<file path="config.mk">
export PLATFORM = sky130hd
export DESIGN_NAME = fifo_ctrl
export DESIGN_NICKNAME = d
export VERILOG_FILES = /design/src/rtl/fifo_pkg.sv /design/src/rtl/fifo_ptr.sv /design/src/rtl/fifo_ctrl.sv
export SDC_FILE = /design/constraint.sdc
export NUM_CORES = 1
export LEC_CHECK = 0
export BUFFER_PORTS_ARGS = -buffer_cell sky130_fd_sc_hd__buf_2
export CAP_MARGIN = 20
export CORE_MARGIN = 10
export CORE_UTILIZATION = 44
export CTS_CLUSTER_DIAMETER = 40
export DETAILED_ROUTE_END_ITERATION = 8
export GPL_TIMING_DRIVEN = 0
export PLACE_DENSITY = 0.82
export SLEW_MARGIN = 20
export SYNTH_ARGS = -nofsm -noshare
export SYNTH_HDL_FRONTEND = slang
export SYNTH_SLANG_ARGS = --single-unit
</file>
<file path="constraint.sdc">
create_clock -name clk -period 2.8 [get_ports clk]
set_input_delay 0.56 -clock clk [delete_from_list [all_inputs] [get_ports clk]]
set_output_delay 0.56 -clock clk [all_outputs]
set_load 0.02 [all_outputs]
</file>
<file path="src/rtl/fifo_pkg.sv">
// Shared definitions for the FIFO control stage and its RAM wrapper.
// Holds the RAM command encoding and the default geometry.
package fifo_pkg;
    localparam logic [1:0] RW_IDLE = 2'b00;
    localparam logic [1:0] RW_WR   = 2'b01;
    localparam logic [1:0] RW_RD   = 2'b10;
    localparam logic [1:0] RW_RW   = 2'b11;

    localparam int AW_DEF = 3;
    localparam int DW_DEF = 4;
endpackage

</file>
<file path="src/rtl/fifo_ptr.sv">
// AW-bit wrapping pointer with async active-low clear and increment enable.
module fifo_ptr #(
    parameter int AW = 3
) (
    input  logic          clk,
    input  logic          rst_n,
    input  logic          inc_i,
    output logic [AW-1:0] ptr_o
);
    logic [AW-1:0] ptr_q, ptr_d;

    // Natural modulo-2**AW wrap, no end-of-range special case.
    assign ptr_d = ptr_q + {{(AW-1){1'b0}}, inc_i};
    assign ptr_o = ptr_q;

    always_ff @(posedge clk or negedge rst_n) begin
        if (!rst_n) ptr_q <= '0;
        else        ptr_q <= ptr_d;
    end
endmodule

</file>
<file path="src/rtl/fifo_ctrl.sv">
// FIFO control stage in front of a registered-read dual-address RAM:
// pointers, occupancy, flags, sticky errors and read-valid timing.
module fifo_ctrl
    import fifo_pkg::*;
#(
    parameter int AW    = AW_DEF,
    parameter int DW    = DW_DEF,
    parameter int AF_TH = 6,
    parameter int AE_TH = 2
) (
    input  logic          clk,
    input  logic          reset,
    input  logic          push,
    input  logic          pop,
    input  logic [DW-1:0] data_in,
    output logic [DW-1:0] ram_data,
    output logic [AW-1:0] addrw,
    output logic [AW-1:0] addrr,
    output logic [1:0]    rw,
    output logic          valid_out,
    output logic [AW:0]   count,
    output logic          full,
    output logic          empty,
    output logic          almost_full,
    output logic          almost_empty,
    output logic          overflow_err,
    output logic          underflow_err
);
    localparam logic [AW:0] DEPTH = (AW+1)'(2**AW);
    localparam logic [AW:0] AF_V  = (AW+1)'(AF_TH);
    localparam logic [AW:0] AE_V  = (AW+1)'(AE_TH);

    logic [AW:0] count_q, count_d;
    logic        valid_q, ovf_q, unf_q;
    logic        push_ok, pop_ok;

    assign full         = (count_q == DEPTH);
    assign empty        = (count_q == '0);
    assign almost_full  = (count_q >= AF_V);
    assign almost_empty = (count_q <= AE_V);

    // Reset gates the grants so the RAM sees an idle command while held.
    assign push_ok = push & ~full & reset;
    assign pop_ok  = pop & ~empty & reset;

    assign rw        = reset ? {pop_ok, push_ok} : RW_IDLE;
    assign ram_data  = data_in;
    assign count     = count_q;
    assign valid_out = valid_q;
    assign overflow_err  = ovf_q;
    assign underflow_err = unf_q;

    fifo_ptr #(.AW(AW)) u_wr_ptr (
        .clk   (clk),
        .rst_n (reset),
        .inc_i (push_ok),
        .ptr_o (addrw)
    );

    fifo_ptr #(.AW(AW)) u_rd_ptr (
        .clk   (clk),
        .rst_n (reset),
        .inc_i (pop_ok),
        .ptr_o (addrr)
    );

    always_comb begin
        count_d = count_q;
        case ({push_ok, pop_ok})
            2'b10:   count_d = count_q + 1'b1;
            2'b01:   count_d = count_q - 1'b1;
            default: count_d = count_q;
        endcase
    end

    always_ff @(posedge clk or negedge reset) begin
        if (!reset) begin
            count_q <= '0;
            valid_q <= 1'b0;
            ovf_q   <= 1'b0;
            unf_q   <= 1'b0;
        end else begin
            count_q <= count_d;
            valid_q <= pop_ok;
            ovf_q   <= ovf_q | (push & full);
            unf_q   <= unf_q | (pop & empty);
        end
    end
endmodule

</file>
== Word-level counts from Yosys, hierarchy flattened ==
Cells that the tools add are included.

* Bits of input ports: 8
* Output and inout bits: 23
* Word-level logic and storage cells: 29
* Register bits after elaboration: 13

* Magnitude comparators: 2
* $add $sub $neg: 4
* Reductions and logical operators: 2
* Mux-type cells: 2
* Equality and inequality tests: 3
* Bitwise operators: 10

{| class="wikitable"
|+ Operator list
! operator !! number
|-
| 4-bit one-hot mux with 2 select lines || 1
|-
| 3-bit by 1-bit adder with 3-bit output || 2
|-
| 1-bit bitwise AND || 6
|-
| 4-bit by 1-bit adder with 4-bit output, second input constant || 1
|-
| 4-bit equality test, second input constant || 1
|-
| 4-bit by 3-bit greater-or-equal comparator with 1-bit output, second input constant || 1
|-
| 4-bit by 2-bit <= comparator with 1-bit output, second input constant || 1
|-
| 4-bit zero test || 1
|-
| 4-bit by 1-bit subtractor with 4-bit output, second input constant || 1
|-
| 2-bit by 1-bit equality test with 1-bit output, second input constant || 1
|-
| 2-bit equality test, second input constant || 1
|-
| 2-bit two-way mux || 1
|-
| 1-bit NOT || 2
|-
| 1-bit bitwise OR || 2
|-
| 2-bit nonzero test || 1
|}

== Logic depth before layout (Yosys ltp) ==
* Depth in word-level cells: 6
* Depth in mapped cells: 9
* Mapped depth without buffers: 8

== Modules after synthesis ==
From an unflattened synthesis, not the netlist that was laid out.

* Cell total of the unflattened synthesis: 62
* Area total of the unflattened synthesis: 720.7 um^2

{| class="wikitable"
|+ Modules (own cells, without submodules)
! module !! area each (um^2) !! cells an instance !! seq. area each (um^2) !! times used
|-
| fifo_ctrl || 503.0 || 50 || 175.2 || 1
|-
| fifo_ptr || 108.9 || 6 || 75.1 || 2
|}

== Worst setup path before layout ==
OpenSTA, ideal clock, no wires.

* Path kind: flip-flop to flip-flop
* Start point: register count_q[2] (netlist: count[2])
* End point: register count_q[2] (netlist: count[2])
* Path buffers: 1
* Cell stages (with the launch flop): 10
* Arrival: 2,629 ps
* Period minus slack after synthesis: 2,708 ps
* Setup time: 79 ps
* Setup slack: 92 ps
* Data required time: 2,721 ps
* Cell sequence: dfrtp_1 -> buf_6 -> nor4_2 -> nor2_1 -> ha_1 -> xor2_1 -> ha_1 -> o21a_1 -> nor3_1 -> xor2_1

* Longest elaborated chain between the ends: 6
* Elaborated cells on any way between the ends: 14
* Those cells by class: add/sub (2); eq/ne (3); mux (1); bitwise (6); reduce/logical (2)

{| class="wikitable"
|+ RTL lines
! element !! RTL line !! text
|-
| start: declaration || fifo_ctrl.sv:33 || <nowiki>logic [AW:0] count_q, count_d;</nowiki>
|-
| start signal: assignment || fifo_ctrl.sv:83 || <nowiki>count_q <= count_d;</nowiki>
|-
| 4-bit zero test (*) || fifo_ctrl.sv:38 || <nowiki>assign empty = (count_q == '0);</nowiki>
|-
| via empty || fifo_ctrl.sv:23 || <nowiki>output logic empty,</nowiki>
|-
| 1-bit NOT (*) || fifo_ctrl.sv:44 || <nowiki>assign pop_ok = pop & ~empty & reset;</nowiki>
|-
| 1-bit bitwise AND (*) (2 in a row) || fifo_ctrl.sv:44 ||
|-
| via pop_ok || fifo_ctrl.sv:35 || <nowiki>logic push_ok, pop_ok;</nowiki>
|-
| 2-bit by 1-bit equality test with 1-bit output / 2-bit equality test (equally long branches) || fifo_ctrl.sv:69 || <nowiki>case ({push_ok, pop_ok})</nowiki>
|-
| 4-bit one-hot mux with 2 select lines / 2-bit nonzero test (equally long branches) || n/a ||
|}

Mark *: on every way through the listed nets, which the timed path passes. The rest lies on a longest branch.
A chain may end at the register's enable or synchronous reset.

== Worst setup path after layout ==
* Start point: register count_q[0] (netlist: count[0])
* End point: register count_q[2] (netlist: count[2])

* Longest elaborated chain between the ends: 6
* Elaborated cells on any way between the ends: 14
* Those cells by class: add/sub (2); eq/ne (3); mux (1); bitwise (6); reduce/logical (2)

{| class="wikitable"
|+ RTL lines
! element !! RTL line
|-
| 4-bit zero test (*) || fifo_ctrl.sv:38
|-
| 1-bit NOT (*) || fifo_ctrl.sv:44
|-
| 1-bit bitwise AND (*) (2 in a row) || fifo_ctrl.sv:44
|-
| via pop_ok || fifo_ctrl.sv:35
|-
| 2-bit by 1-bit equality test with 1-bit output / 2-bit equality test (equally long branches) || fifo_ctrl.sv:69
|-
| 4-bit one-hot mux with 2 select lines / 2-bit nonzero test (equally long branches) || n/a
|}

Marks and branches as above.

==> flow_summary.json <==
{
  "run_status": "completed",
  "relSlewSlack_pct": 63.63,
  "grt_usage_pct": 9.978,
  "postSynthCellCount": 57,
  "ys_warn_count": 0,
  "synth_compound_area_share_pct": 9.307,
  "drtIter0Drc": 3,
  "rsz0062_at_grt": "false",
  "gp_congestion": 0.7523,
  "synth_top_family_by_area": "simple AND/OR/NAND/NOR gates",
  "syn_area_um2": 685.7,
  "yosys-top-cells-count": "dfrtp_1 (13), ha_1 (6), xor2_1 (5), buf_4 (4), nor2_1 (3)",
  "reg2reg_slack_ns": 0.23,
  "power_density_mw_per_mm2": 1168,
  "routed_via_density": 5.194,
  "wl_um": 1594,
  "place_inst": 99,
  "grt_pass1_wl_um": 2649,
  "cts_buffers": 3,
  "leakagePower_nw": 0.4656,
  "clk_latency_ns": 0.28,
  "total_power_mw": 1.007,
  "regToRegEndpoint": "count[2]$_DFFE_PN0P_",
  "crit_start": "count[0]$_DFFE_PN0P_",
  "synth_edf_count": 0,
  "cts.path.max_buffers": 2,
  "ir_drop_mv": 0.5412,
  "synth-simple-area-share_pct": 13.69,
  "synth_flop_cell": "dfrtp_1",
  "design_area_um2": 862.1,
  "grt_antenna_before_repair": 0,
  "synth_most_common_cell": "dfrtp_1",
  "yosysTopAreaCell": "dfrtp_1",
  "timing.hold.ws_ns": 0.1778,
  "grt_pass1_vias": 584,
  "path_max_fanout": 8,
  "ys_seq_area_share_pct": 47.45,
  "synthXorXnorAreaFrac_pct": 7.664,
  "cts_root_buffer": "clkbuf_4",
  "areaGrowthSynthToFinish_pct": 25.73,
  "worst_pin_slew_ns": 0.5411,
  "dieArea_mm2": 0.003537,
  "io_pins": 31,
  "drv_cap": 0,
  "post_cts_buffers": 0,
  "port_buffers": 26,
  "ys_types": 26,
  "synth-seq-cells": 13,
  "yosys.area.top_type_share_pct": 47.45,
  "num_antenna_cells": 0,
  "grt_max_degree": 18,
  "die_w_um": 59.48,
  "dr_total_vias": 535,
  "htree_levels": 1,
  "fmax_ghz": 0.3885,
  "start_util_pct": 46.05,
  "arrival_ns": 2.78,
  "postRouteAntennaNets": 0,
  "instances_no_fill": 103,
  "hp-class": "input port to async pin",
  "critPathRequiredTime_ns": 3.00,
  "dp_hpwl_um": 1276,
  "dp_slack_ns": 0.2631,
  "critPathCapture": "count[2]$_DFFE_PN0P_",
  "post-route-drc-count": 0,
  "fin_crit_ns": 2.574,
  "worstRegToRegCells": 8,
  "synthArstFlopShare_pct": 100.0,
  "critPathLaunchType": "flip-flop",
  "ys_top_cells_by_area": "dfrtp_1 (47%), ha_1 (11%), xor2_1 (6.4%), buf_4 (4.4%), a21o_1 (2.2%)",
  "clock_skew_ns": 0.004634,
  "synthAdderAreaFrac_pct": 10.95,
  "syn_avg_cell_area_um2": 12.03,
  "drive_gt1_share_pct": 47.13,
  "min_period_over_period_pct": 91.92,
  "routedWlPerCell_um": 15.48,
  "nNetsFinal": 102,
  "path_class": "flip-flop to flip-flop",
  "synth_fp_nets": 71,
  "dr.pass1.iters": 2,
  "core-area_mm2": 0.001489,
  "clk_pin_slew_ns": 0.08,
  "drv_slew": 0,
  "overflow": 0,
  "setup-tns-final_ns": 0,
  "worstReg2RegStart": "count[0]$_DFFE_PN0P_",
  "cts_resized": 0,
  "post-route-util_pct": 57.90,
  "setup_ws_ns": 0.2262,
  "cp-end-kind": "flip-flop",
  "setup_violations": 0,
  "ctsHoldBuffers": 0,
  "dpl_cell_area_um2": 835.8,
  "cts.sinks": 13,
  "synth_mux_area_share_pct": 3.102,
  "fp.dieH_um": 59.48,
  "cts_tree": "done",
  "hold_violations": 0,
  "num_rows": 14
}
flip-flops by register name, indices dropped and copies added, names as in the netlist:
register and flops:
u_wr_ptr.ptr_o 3, u_rd_ptr.ptr_o 3, valid_out 1, overflow_err 1, count 4, underflow_err 1
layout make-up:
| type | count | area (µm²) |
|---|---|---|
| repair buffers | 26 | 130.1 |
| inverters | 2 | 7.507 |
| plain buffers | 6 | 46.29 |
| flip-flops and latches | 13 | 325.3 |
| multi-input cells | 36 | 306.5 |
| well taps | 16 | 20.02 |
| clock buffers | 4 | 26.28 |
| fillers | 128 | 626.9 |
layer usage:
layer	wire length, µm	GRT usage (%)
met1	565	9.282
met4	25	3.934
met5	0	0
met2	783	16.49
met3	220	7.082
report_power, final:
part	total [mW]	switching [mW]	internal (mW)	leakage, nW
Sequential	0.350	0.0719	0.278	0.150
Combinational	0.542	0.332	0.210	0.300
Clock	0.114	0.0589	0.0553	0.0150
worst max-delay path, stage by stage (launching register included):
cell	delay, ns
dfrtp_1	0.48
nor4_2	0.57
nor2_1	0.19
ha_1	0.30
xor2_1	0.18
ha_1	0.20
o21a_1	0.18
nor3_1	0.21
xor2_1	0.18
cell families (layout without fill, tap and decap cells):
logic type	Yosys count	in the layout
buffers and inverters	8	38
adder cells (fa/ha/maj)	6	6
XOR/XNOR	6	6
AO/OA/AOI/OAI	8	8
multiplexers	2	2
AND/OR/NAND/NOR	14	14
flip-flops	13	13
cell usage in the layout, fill, tap and decap left out, types with 2 or more instances in the layout:
cell,Yosys,routed
a21o_1,2,2
buf_2,1,27
buf_4,4,4
clkbuf_4,0,3
dfrtp_1,13,13
ha_1,6,6
inv_1,2,2
nand2_1,2,2
nor2_1,3,3
nor3_1,2,2
o21ai_0,2,2
xor2_1,5,5
how the worst min path moves through the flow:
stage | startpoint | to | slack [ns] | cells after the start
after floorplan | reset | count[0]$_DFFE_PN0P_ | 0.26 | 0
after global placement | overflow_err$_DFF_PN0_ | overflow_err$_DFF_PN0_ | 0.44 | 1
after detailed placement | overflow_err$_DFF_PN0_ | overflow_err$_DFF_PN0_ | 0.45 | 1
after CTS | reset | valid_out$_DFF_PN0_ | 0.18 | 1
after global routing | reset | u_wr_ptr.ptr_o[0]$_DFF_PN0_ | 0.19 | 1
final | reset | u_wr_ptr.ptr_o[0]$_DFF_PN0_ | 0.18 | 1
No activity file was read; power rests on OpenSTA's default activity.
